**src/rtl/router_read_arbiter.sv**
```systemverilog
// Read-side scheduler for the 1x3 router: round-robin packet arbitration over three
// output FIFOs, serialised onto one byte stream with sop/eop, parity check and stall abort.
module router_read_arbiter #(
    parameter int unsigned STALL_LIMIT = 32
) (
    input  logic       clock,
    input  logic       resetn,
    input  logic       vld_out_0,
    input  logic       vld_out_1,
    input  logic       vld_out_2,
    input  logic [7:0] data_out_0,
    input  logic [7:0] data_out_1,
    input  logic [7:0] data_out_2,
    output logic       read_enb_0,
    output logic       read_enb_1,
    output logic       read_enb_2,
    input  logic       out_ready,
    output logic       out_valid,
    output logic [7:0] out_data,
    output logic       out_sop,
    output logic       out_eop,
    output logic [1:0] out_port,
    output logic       parity_err,
    output logic       pkt_abort
);

    localparam int unsigned REM_W   = 7;
    localparam int unsigned STALL_W = $clog2(STALL_LIMIT + 1);

    typedef enum logic [1:0] {IDLE, HDR, BODY} state_t;

    typedef struct packed {
        logic [7:0] data;
        logic       sop;
        logic       eop;
        logic       perr;
        logic [1:0] port;
    } beat_t;

    state_t             state;
    logic [1:0]         ptr;
    logic [1:0]         gnt;
    logic [REM_W-1:0]   remaining;
    logic [STALL_W-1:0] stall_cnt;
    logic               run;

    // One read in flight: its byte lands on data_out_x the cycle after read_enb
    logic               rd_pend;
    logic               pend_sop;
    logic               pend_eop;
    logic [1:0]         pend_port;
    logic [7:0]         xor_acc;

    beat_t              mem [2];
    logic               wr_idx;
    logic               rd_idx;
    logic [1:0]         count;

    logic [2:0]         vld;
    logic [7:0]         land_data;
    beat_t              land;
    beat_t              cur;
    logic               arb_found;
    logic [1:0]         arb_gnt;
    logic [1:0]         cand;
    logic               space;
    logic               rd_fire;
    logic [1:0]         rd_port;
    logic               rd_sop;
    logic               rd_eop;
    logic               abort_c;
    logic               land_wr;
    logic               pop_buf;

    function automatic logic [1:0] nxt(input logic [1:0] p);
        return (p == 2'd2) ? 2'd0 : p + 2'd1;
    endfunction

    assign vld = {vld_out_2, vld_out_1, vld_out_0};

    always_comb begin
        land_data = 8'h00;
        case (pend_port)
            2'd0:    land_data = data_out_0;
            2'd1:    land_data = data_out_1;
            2'd2:    land_data = data_out_2;
            default: land_data = 8'h00;
        endcase
    end

    always_comb begin
        land.data = land_data;
        land.sop  = pend_sop;
        land.eop  = pend_eop;
        land.perr = pend_eop && (xor_acc != land_data);
        land.port = pend_port;
    end

    // First requester at or after the round-robin pointer
    always_comb begin
        arb_found = 1'b0;
        arb_gnt   = 2'd0;
        cand      = ptr;
        for (int i = 0; i < 3; i++) begin
            if (!arb_found && vld[cand]) begin
                arb_found = 1'b1;
                arb_gnt   = cand;
            end
            cand = nxt(cand);
        end
    end

    assign space = (count + {1'b0, rd_pend}) < 2'd2;

    always_comb begin
        rd_fire = 1'b0;
        rd_port = gnt;
        rd_sop  = 1'b0;
        rd_eop  = 1'b0;
        case (state)
            IDLE: begin
                if (run && arb_found && space) begin
                    rd_fire = 1'b1;
                    rd_port = arb_gnt;
                    rd_sop  = 1'b1;
                end
            end
            BODY: begin
                if (vld[gnt] && (remaining != '0) && space) begin
                    rd_fire = 1'b1;
                    rd_eop  = (remaining == REM_W'(1));
                end
            end
            default: ;
        endcase
    end

    assign read_enb_0 = rd_fire && (rd_port == 2'd0);
    assign read_enb_1 = rd_fire && (rd_port == 2'd1);
    assign read_enb_2 = rd_fire && (rd_port == 2'd2);

    assign abort_c = (state == BODY) && !vld[gnt] &&
                     (stall_cnt == STALL_W'(STALL_LIMIT - 1));

    // Landing byte bypasses the buffer when it is empty and the consumer takes it
    assign land_wr = rd_pend && !((count == 2'd0) && out_ready);
    assign pop_buf = (count != 2'd0) && out_ready;

    always_comb begin
        cur = '0;
        if (count != 2'd0) begin
            cur = mem[rd_idx];
        end else if (rd_pend) begin
            cur = land;
        end
    end

    assign out_valid  = (count != 2'd0) || rd_pend;
    assign out_data   = cur.data;
    assign out_sop    = cur.sop;
    assign out_eop    = cur.eop;
    assign out_port   = cur.port;
    assign parity_err = cur.perr;

    always_ff @(posedge clock or negedge resetn) begin
        if (!resetn) begin
            state     <= IDLE;
            ptr       <= 2'd0;
            gnt       <= 2'd0;
            remaining <= '0;
            stall_cnt <= '0;
            run       <= 1'b0;
            rd_pend   <= 1'b0;
            pend_sop  <= 1'b0;
            pend_eop  <= 1'b0;
            pend_port <= 2'd0;
            xor_acc   <= 8'h00;
            wr_idx    <= 1'b0;
            rd_idx    <= 1'b0;
            count     <= 2'd0;
            pkt_abort <= 1'b0;
        end else begin
            run       <= 1'b1;
            pkt_abort <= 1'b0;
            rd_pend   <= rd_fire;
            if (rd_fire) begin
                pend_sop  <= rd_sop;
                pend_eop  <= rd_eop;
                pend_port <= rd_port;
            end
            if (rd_pend) begin
                if (pend_sop) begin
                    xor_acc <= land_data;
                end else if (!pend_eop) begin
                    xor_acc <= xor_acc ^ land_data;
                end
            end
            count <= count + 2'(land_wr) - 2'(pop_buf);
            if (land_wr) wr_idx <= ~wr_idx;
            if (pop_buf) rd_idx <= ~rd_idx;

            case (state)
                IDLE: begin
                    if (rd_fire) begin
                        gnt   <= arb_gnt;
                        state <= HDR;
                    end
                end
                HDR: begin
                    remaining <= REM_W'(land_data[7:2]) + REM_W'(1);
                    stall_cnt <= '0;
                    state     <= BODY;
                end
                BODY: begin
                    if (rd_fire) begin
                        remaining <= remaining - REM_W'(1);
                        stall_cnt <= '0;
                        if (remaining == REM_W'(1)) begin
                            ptr   <= nxt(gnt);
                            state <= IDLE;
                        end
                    end else if (abort_c) begin
                        pkt_abort <= 1'b1;
                        remaining <= '0;
                        stall_cnt <= '0;
                        ptr       <= nxt(gnt);
                        state     <= IDLE;
                    end else if (!vld[gnt]) begin
                        stall_cnt <= stall_cnt + STALL_W'(1);
                    end
                end
                default: state <= IDLE;
            endcase
        end
    end

    // Buffer payload needs no reset: count gates every read of it
    always_ff @(posedge clock) begin
        if (land_wr) mem[wr_idx] <= land;
    end

endmodule

```
**config.mk**
```make
export PLATFORM = sky130hd
export DESIGN_NAME = router_read_arbiter
export DESIGN_NICKNAME = d
export VERILOG_FILES = /design/src/rtl/router_read_arbiter.sv
export SDC_FILE = /design/constraint.sdc
export NUM_CORES = 1
export LEC_CHECK = 0
export BUFFER_PORTS_ARGS = -buffer_cell sky130_fd_sc_hd__buf_2
export CAP_MARGIN = 20
export CORE_MARGIN = 8
export CORE_UTILIZATION = 62
export DETAILED_ROUTE_END_ITERATION = 16
export PLACE_DENSITY = 0.85
export SLEW_MARGIN = 20
export SYNTH_ARGS = -nofsm -noshare
export SYNTH_HDL_FRONTEND = slang
export SYNTH_SLANG_ARGS = --single-unit
export TNS_END_PERCENT = 100
```
**constraint.sdc**
```tcl
create_clock -name clock -period 4.6 [get_ports clock]
set_input_delay 0.69 -clock clock [delete_from_list [all_inputs] [get_ports clock]]
set_output_delay 0.69 -clock clock [all_outputs]
set_load 0.05 [all_outputs]
```
Word level (Yosys, flattened, before mapping)
Memories as Yosys holds them, arrays and structs flattened.
Index checks and enable logic that the tools add are counted.
{"block": "op_classes", "n_addsub": 9, "n_lt_le_gt_ge": 5, "eq_ne": 18, "muxes": 50, "bitwise": 3, "n_reduce_logical": 34}
{"cell": "2-bit 2-to-1 mux", "n": 15}
{"cell": "13-bit 2-to-1 mux", "n": 2}
{"cell": "8-bit case mux with 3 select lines", "n": 1}
{"cell": "6-bit 2-to-1 mux", "n": 3}
{"cell": "1-bit 2-to-1 mux", "n": 17}
{"cell": "8-bit 2-to-1 mux", "n": 2}
{"cell": "1-bit logical AND", "n": 15}
{"cell": "7-bit 2-to-1 mux", "n": 2}
{"cell": "7-bit case mux with 2 select lines", "n": 1}
{"cell": "2-bit == test (second input constant)", "n": 6}
{"cell": "2-bit by 3-bit < comparator with 1-bit output (second input constant)", "n": 4}
{"cell": "6-bit case mux with 2 select lines", "n": 1}
{"cell": "1-bit binary-select mux with 2-bit select", "n": 4}
{"cell": "2-bit zero test", "n": 4}
{"cell": "8-bit inequality test", "n": 1}
{"cell": "2-bit AND reduction", "n": 4}
{"cell": "8-bit XOR", "n": 1}
{"cell": "6-bit by 1-bit adder with 7-bit output (second input constant)", "n": 1}
{"cell": "7-bit by 1-bit == test with 1-bit output (second input constant)", "n": 1}
{"cell": "7-bit nonzero test", "n": 1}
{"cell": "7-bit by 1-bit subtractor with 7-bit output (second input constant)", "n": 1}
{"cell": "2-bit by 1-bit adder with 2-bit output (second input constant)", "n": 3}
{"cell": "6-bit by 1-bit adder with 6-bit output (second input constant)", "n": 1}
{"cell": "2-bit by 1-bit == test with 1-bit output (second input constant)", "n": 3}
{"cell": "other kinds (16)", "n": 25}
{"block": "word_totals", "regBits": 38, "ramBits": 26, "inputBits": 30, "out_inout_bits": 18, "word_cells": 135, "memories": 1}
{"memory": "mem", "depth": 2, "word_bits": 13, "read_ports": 1, "rd_clocked_by_memory_dff": 0, "wr": 1, "line": "54", "source": "beat_t mem [2];"}

Longest topological paths before layout
{"block": "logic_depth", "word_depth": 15, "mapped_depth": 9, "ltp_nobuf": 9}

Worst setup path before layout
OpenSTA, ideal clock, no wires.
{"block": "synth_path", "path_type": "in2out", "from": "in vld_out_2", "to": "out read_enb_2", "arrival_time_ns": 2.390, "required_ns": 3.910, "setup_slack_ns": 1.520, "stages": 7, "path_buffers": 1, "cell_sequence": "a21boi_0 > o311a_1 > and2_1 > buf_2 > nor3b_1 > a21oi_1 > nor2_1"}
{"block": "synth_via", "elab_chain_cells": 15, "word_cells_on_any_way": 29, "cone_classes": "eq/ne: 1; mux: 19; reduce/logical: 9"}
{"element": "start: declaration", "line": "10", "source": "input logic vld_out_2,"}
{"element": "1-bit binary-select mux with 2-bit select", "line": "105", "source": "if (!arb_found && vld[cand]) begin"}
{"element": "1-bit 2-to-1 mux (implied by the code)", "line": "105"}
{"element": "1-bit 2-to-1 mux", "line": "105"}
{"element": "1-bit zero test", "line": "105"}
{"element": "1-bit logical AND", "line": "105"}
{"element": "1-bit 2-to-1 mux", "line": "105"}
{"element": "1-bit zero test", "line": "105"}
{"element": "1-bit logical AND", "line": "105"}
{"element": "1-bit 2-to-1 mux", "line": "105"}
{"element": "1-bit logical AND (2 in a row)", "line": "122", "source": "if (run && arb_found && space) begin"}
{"element": "2-bit 2-to-1 mux", "line": "122"}
{"element": "2-bit 2-to-1 mux", "line": "120", "source": "case (state)"}
{"element": "2-bit == test", "line": "140", "source": "assign read_enb_2 = rd_fire && (rd_port == 2'd2);"}
{"element": "1-bit logical AND (*)", "line": "140"}
{"element": "end: declaration", "line": "16", "source": "output logic read_enb_2,"}
Every way passes the cells marked *; elsewhere a longest branch is shown, timed or not. The select of a mux whose other input is x is not followed.

==> flow_summary.yaml <==
placement:
  hpwl_um: 5918
  place_inst: 450
  place.gp.congestion: 1.032
  placed_area_um2: 3943
  numPortBuffers: 47
drt:
  wirelength_um: 8276
  highest_layer: "met4"
  vias_per_cell: 6.135
  wl_per_cell_um: 17.76
  drc: 0
  met1Wirelength_um: 3377
  wl_met2_um: 4183
  drt_first_pass_iters: 4
  drtIter0Drc: 206
  vias: 2859
  antenna_left: 0
  wl_met3_um: 483
global_route:
  grt_max_degree: 39
  antenna_found_initial: 0
  grt_pass1_vias: 2895
  grt_pass1_wl_um: 13800
  grt-ovfl-total: 0
  grt_usage_pct: 20.38
logic_synthesis:
  async_reset_ff_share_pct: 59.38
  synth_top_area_cell: "dfrtp_1"
  synthMuxAreaShare_pct: 7.679
  syn_inst: 340
  synth_edf_count: 26
  synthSimpleGateAreaFrac_pct: 14.54
  yosysTopAreaCellShare_pct: 26.05
  yosys.cell_types.count: 64
  synth_top_family_by_area: "compound AO/OA/AOI/OAI gates"
  syn_nets: 380
  ys_top_cells_by_area: "dfrtp_1, edfxtp_1, mux2i_1"
  synth_seq_area_share_pct: 47.45
  syn_area_um2: 3650
  synth_compound_area_share_pct: 19.44
  avgSynthCellArea_um2: 10.73
  synthAdderAreaFrac_pct: 3.428
  synth_xor_area_share_pct: 4.320
  ys_ff_latch: 64
  ys.warnings.count: 0
  synth_flop_cell: "dfrtp_1"
layout:
  fin_cells: 466
  num-fill-cells: 431
  n_antenna_cell: 0
  final_cell_mix: "buf_2, dfrtp_1, o21ai_0"
  nets: 426
  fin_util_pct: 71.02
  syn_to_final_growth_pct: 13.16
  finish.instance_area_um2: 4130
  final_common_cell: "buf_2"
  drive_gt1_share_pct: 20.46
die:
  num_rows: 28
  initial_core_util_pct: 62.76
  die_h_um: 92.73
  die_w_um: 92.73
  io_pins: 48
  die_area_um2: 8598
  core-area_um2: 5816
setup_path:
  critical_path_class: "register to output port"
  crit_path_top_delay_cell: "dfrtp_1"
  crit_path_max_incr_delay_ns: 0.61
  cp_data_required_time_ns: 3.91
  reg2regPathDepth: 7
  r2r_end: "ptr[1]"
  path_cells: "nor2b_1 -> o2bb2ai_1 -> xnor2_1 -> nand2_1 -> nor4_1 -> o22ai_1 -> buf_2"
  cp.arrival_ns: 2.95
  crit_fanout: 15
  reg2reg_from: "state[0]"
  worstSetupStartpointType: "register"
  worstSetupEndpointType: "output port"
  rrSetupSlack_ns: 1.78
timing:
  skew_ns: 0.009545
  tightest_slew_ns: 0.8491
  period_share_pct: 79.23
  fmax_ghz: 0.2744
  slew_headroom_pct: 43.39
  fin_hold_ws_ns: 0.4570
  maxSlewViolCount: 0
  tns_ns: 0
  final-hold-violation-count: 0
  grt_setup_unrepaired: "no"
  fin_crit_ns: 3.645
  setup_viol: 0
clock_network:
  post_cts_buffers: 0
  cts.repair.resized: 0
  cts_max_level: 3
  clkSlewWorstSetupHoldPaths_ns: 0.07
  cts_made_buffers: 9
  hold_buffers: 0
  cts.sinks: 64
  cts_tree: "built"
  clkLatencyLatePin_ns: 0.34
  cts_buffer_depth: 2
  ctsRootBufferMaster: "clkbuf_8"
worst_hold_path:
  min_path_type: "input port to async pin"
power_and_ir_drop:
  power_leakage_nw: 1.735
  power_density_nw_per_um2: 743.7
  max-vdd-ir-drop_uv: 373.1
job:
  max_cap_viol_count: 0
status:
  status: "finished, final reports clean"
## flip-flops by register name (all words and copies together), names as in the netlist, 2 cells and up
name	flops
count	2
gnt	2
mem	26
pend_port	2
ptr	2
remaining	7
stall_cnt	6
state	2
xor_acc	8
## Yosys cell counts, drive strengths merged (2+ instances only)
library cell	instances
o22ai	2
edfxtp	26
nand2	21
or3	2
o21a	4
o2bb2ai	8
o21ai	31
a211oi	3
or4	2
o211ai	3
and3	3
o21bai	8
nand2b	2
nand4	3
buf	4
nor4	2
xor2	5
mux2i	22
dfrtp	38
a21o	3
xnor2	13
a32o	8
a21boi	2
inv	12
nor2b	14
a21oi	10
nor3	6
nor3b	3
nand3	16
ha	10
mux2	5
nor2	18
clkbuf	12
## layout make-up
cell class | count | area [um^2] | share of cell area, %
clock buffers | 10 | 127.6 | 3.090
well taps | 75 | 93.84 | 2.272
flip-flops and latches | 64 | 1732 | 41.93
repair buffers | 51 | 265.3 | 6.422
multi-input cells | 248 | 1807 | 43.74
clock inverters | 6 | 60.06 | 1.454
inverters | 12 | 45.04 | 1.091
## power breakdown
group          leakage, nW  total [mW]  switching, mW  internal (mW)
registers            0.722        1.01          0.211          0.801
clock network       0.0920       0.465          0.218          0.247
logic                0.922        1.59           1.02          0.577
## through the flow
step                setup WS [ns]  power [mW]
floorplan                   1.520       2.224
detailed placement          1.345       2.602
finish                     0.9553       3.072
CTS                        0.9494       3.073
global placement            1.490       2.541
global route               0.6850       3.267
## how the worst max path moves through the flow
stage,from,to,slack (ns),depth (start not counted)
floorplan,vld_out_2,read_enb_2,1.52,7
global placement,pend_port[0],parity_err,1.49,7
detailed placement,pend_port[0],parity_err,1.34,7
CTS,pend_port[0],parity_err,0.95,7
global route,pend_port[0],parity_err,0.69,7
finish,pend_port[0],parity_err,0.96,7
## routing by layer
metal / GRT usage, % / vias to the layer above
met2: 33.97 / 105
met3: 4.126 / 18
met1: 24.16 / 1383
li1: - / 1353
met5: 0 / -
met4: 11.28 / 0
## cells by family after synthesis
family                     Yosys count
xor gates and xnor gates            18
and+or+nand+nor                     97
adders and majority gates           10
DFF                                 64
buffers and inverters               28
muxes                               27
other                                1
AOI/OAI and AO/OA                   95
## critical path, delay by kind of cell, from the launching register on
family / cells / cell delay [ns]
DFF: 1 / 0.61
xor gates and xnor gates: 1 / 0.19
buffers and inverters: 1 / 0.23
and+or+nand+nor: 3 / 1.05
AOI/OAI and AO/OA: 2 / 0.53
Power figures use the tool's default switching activity.
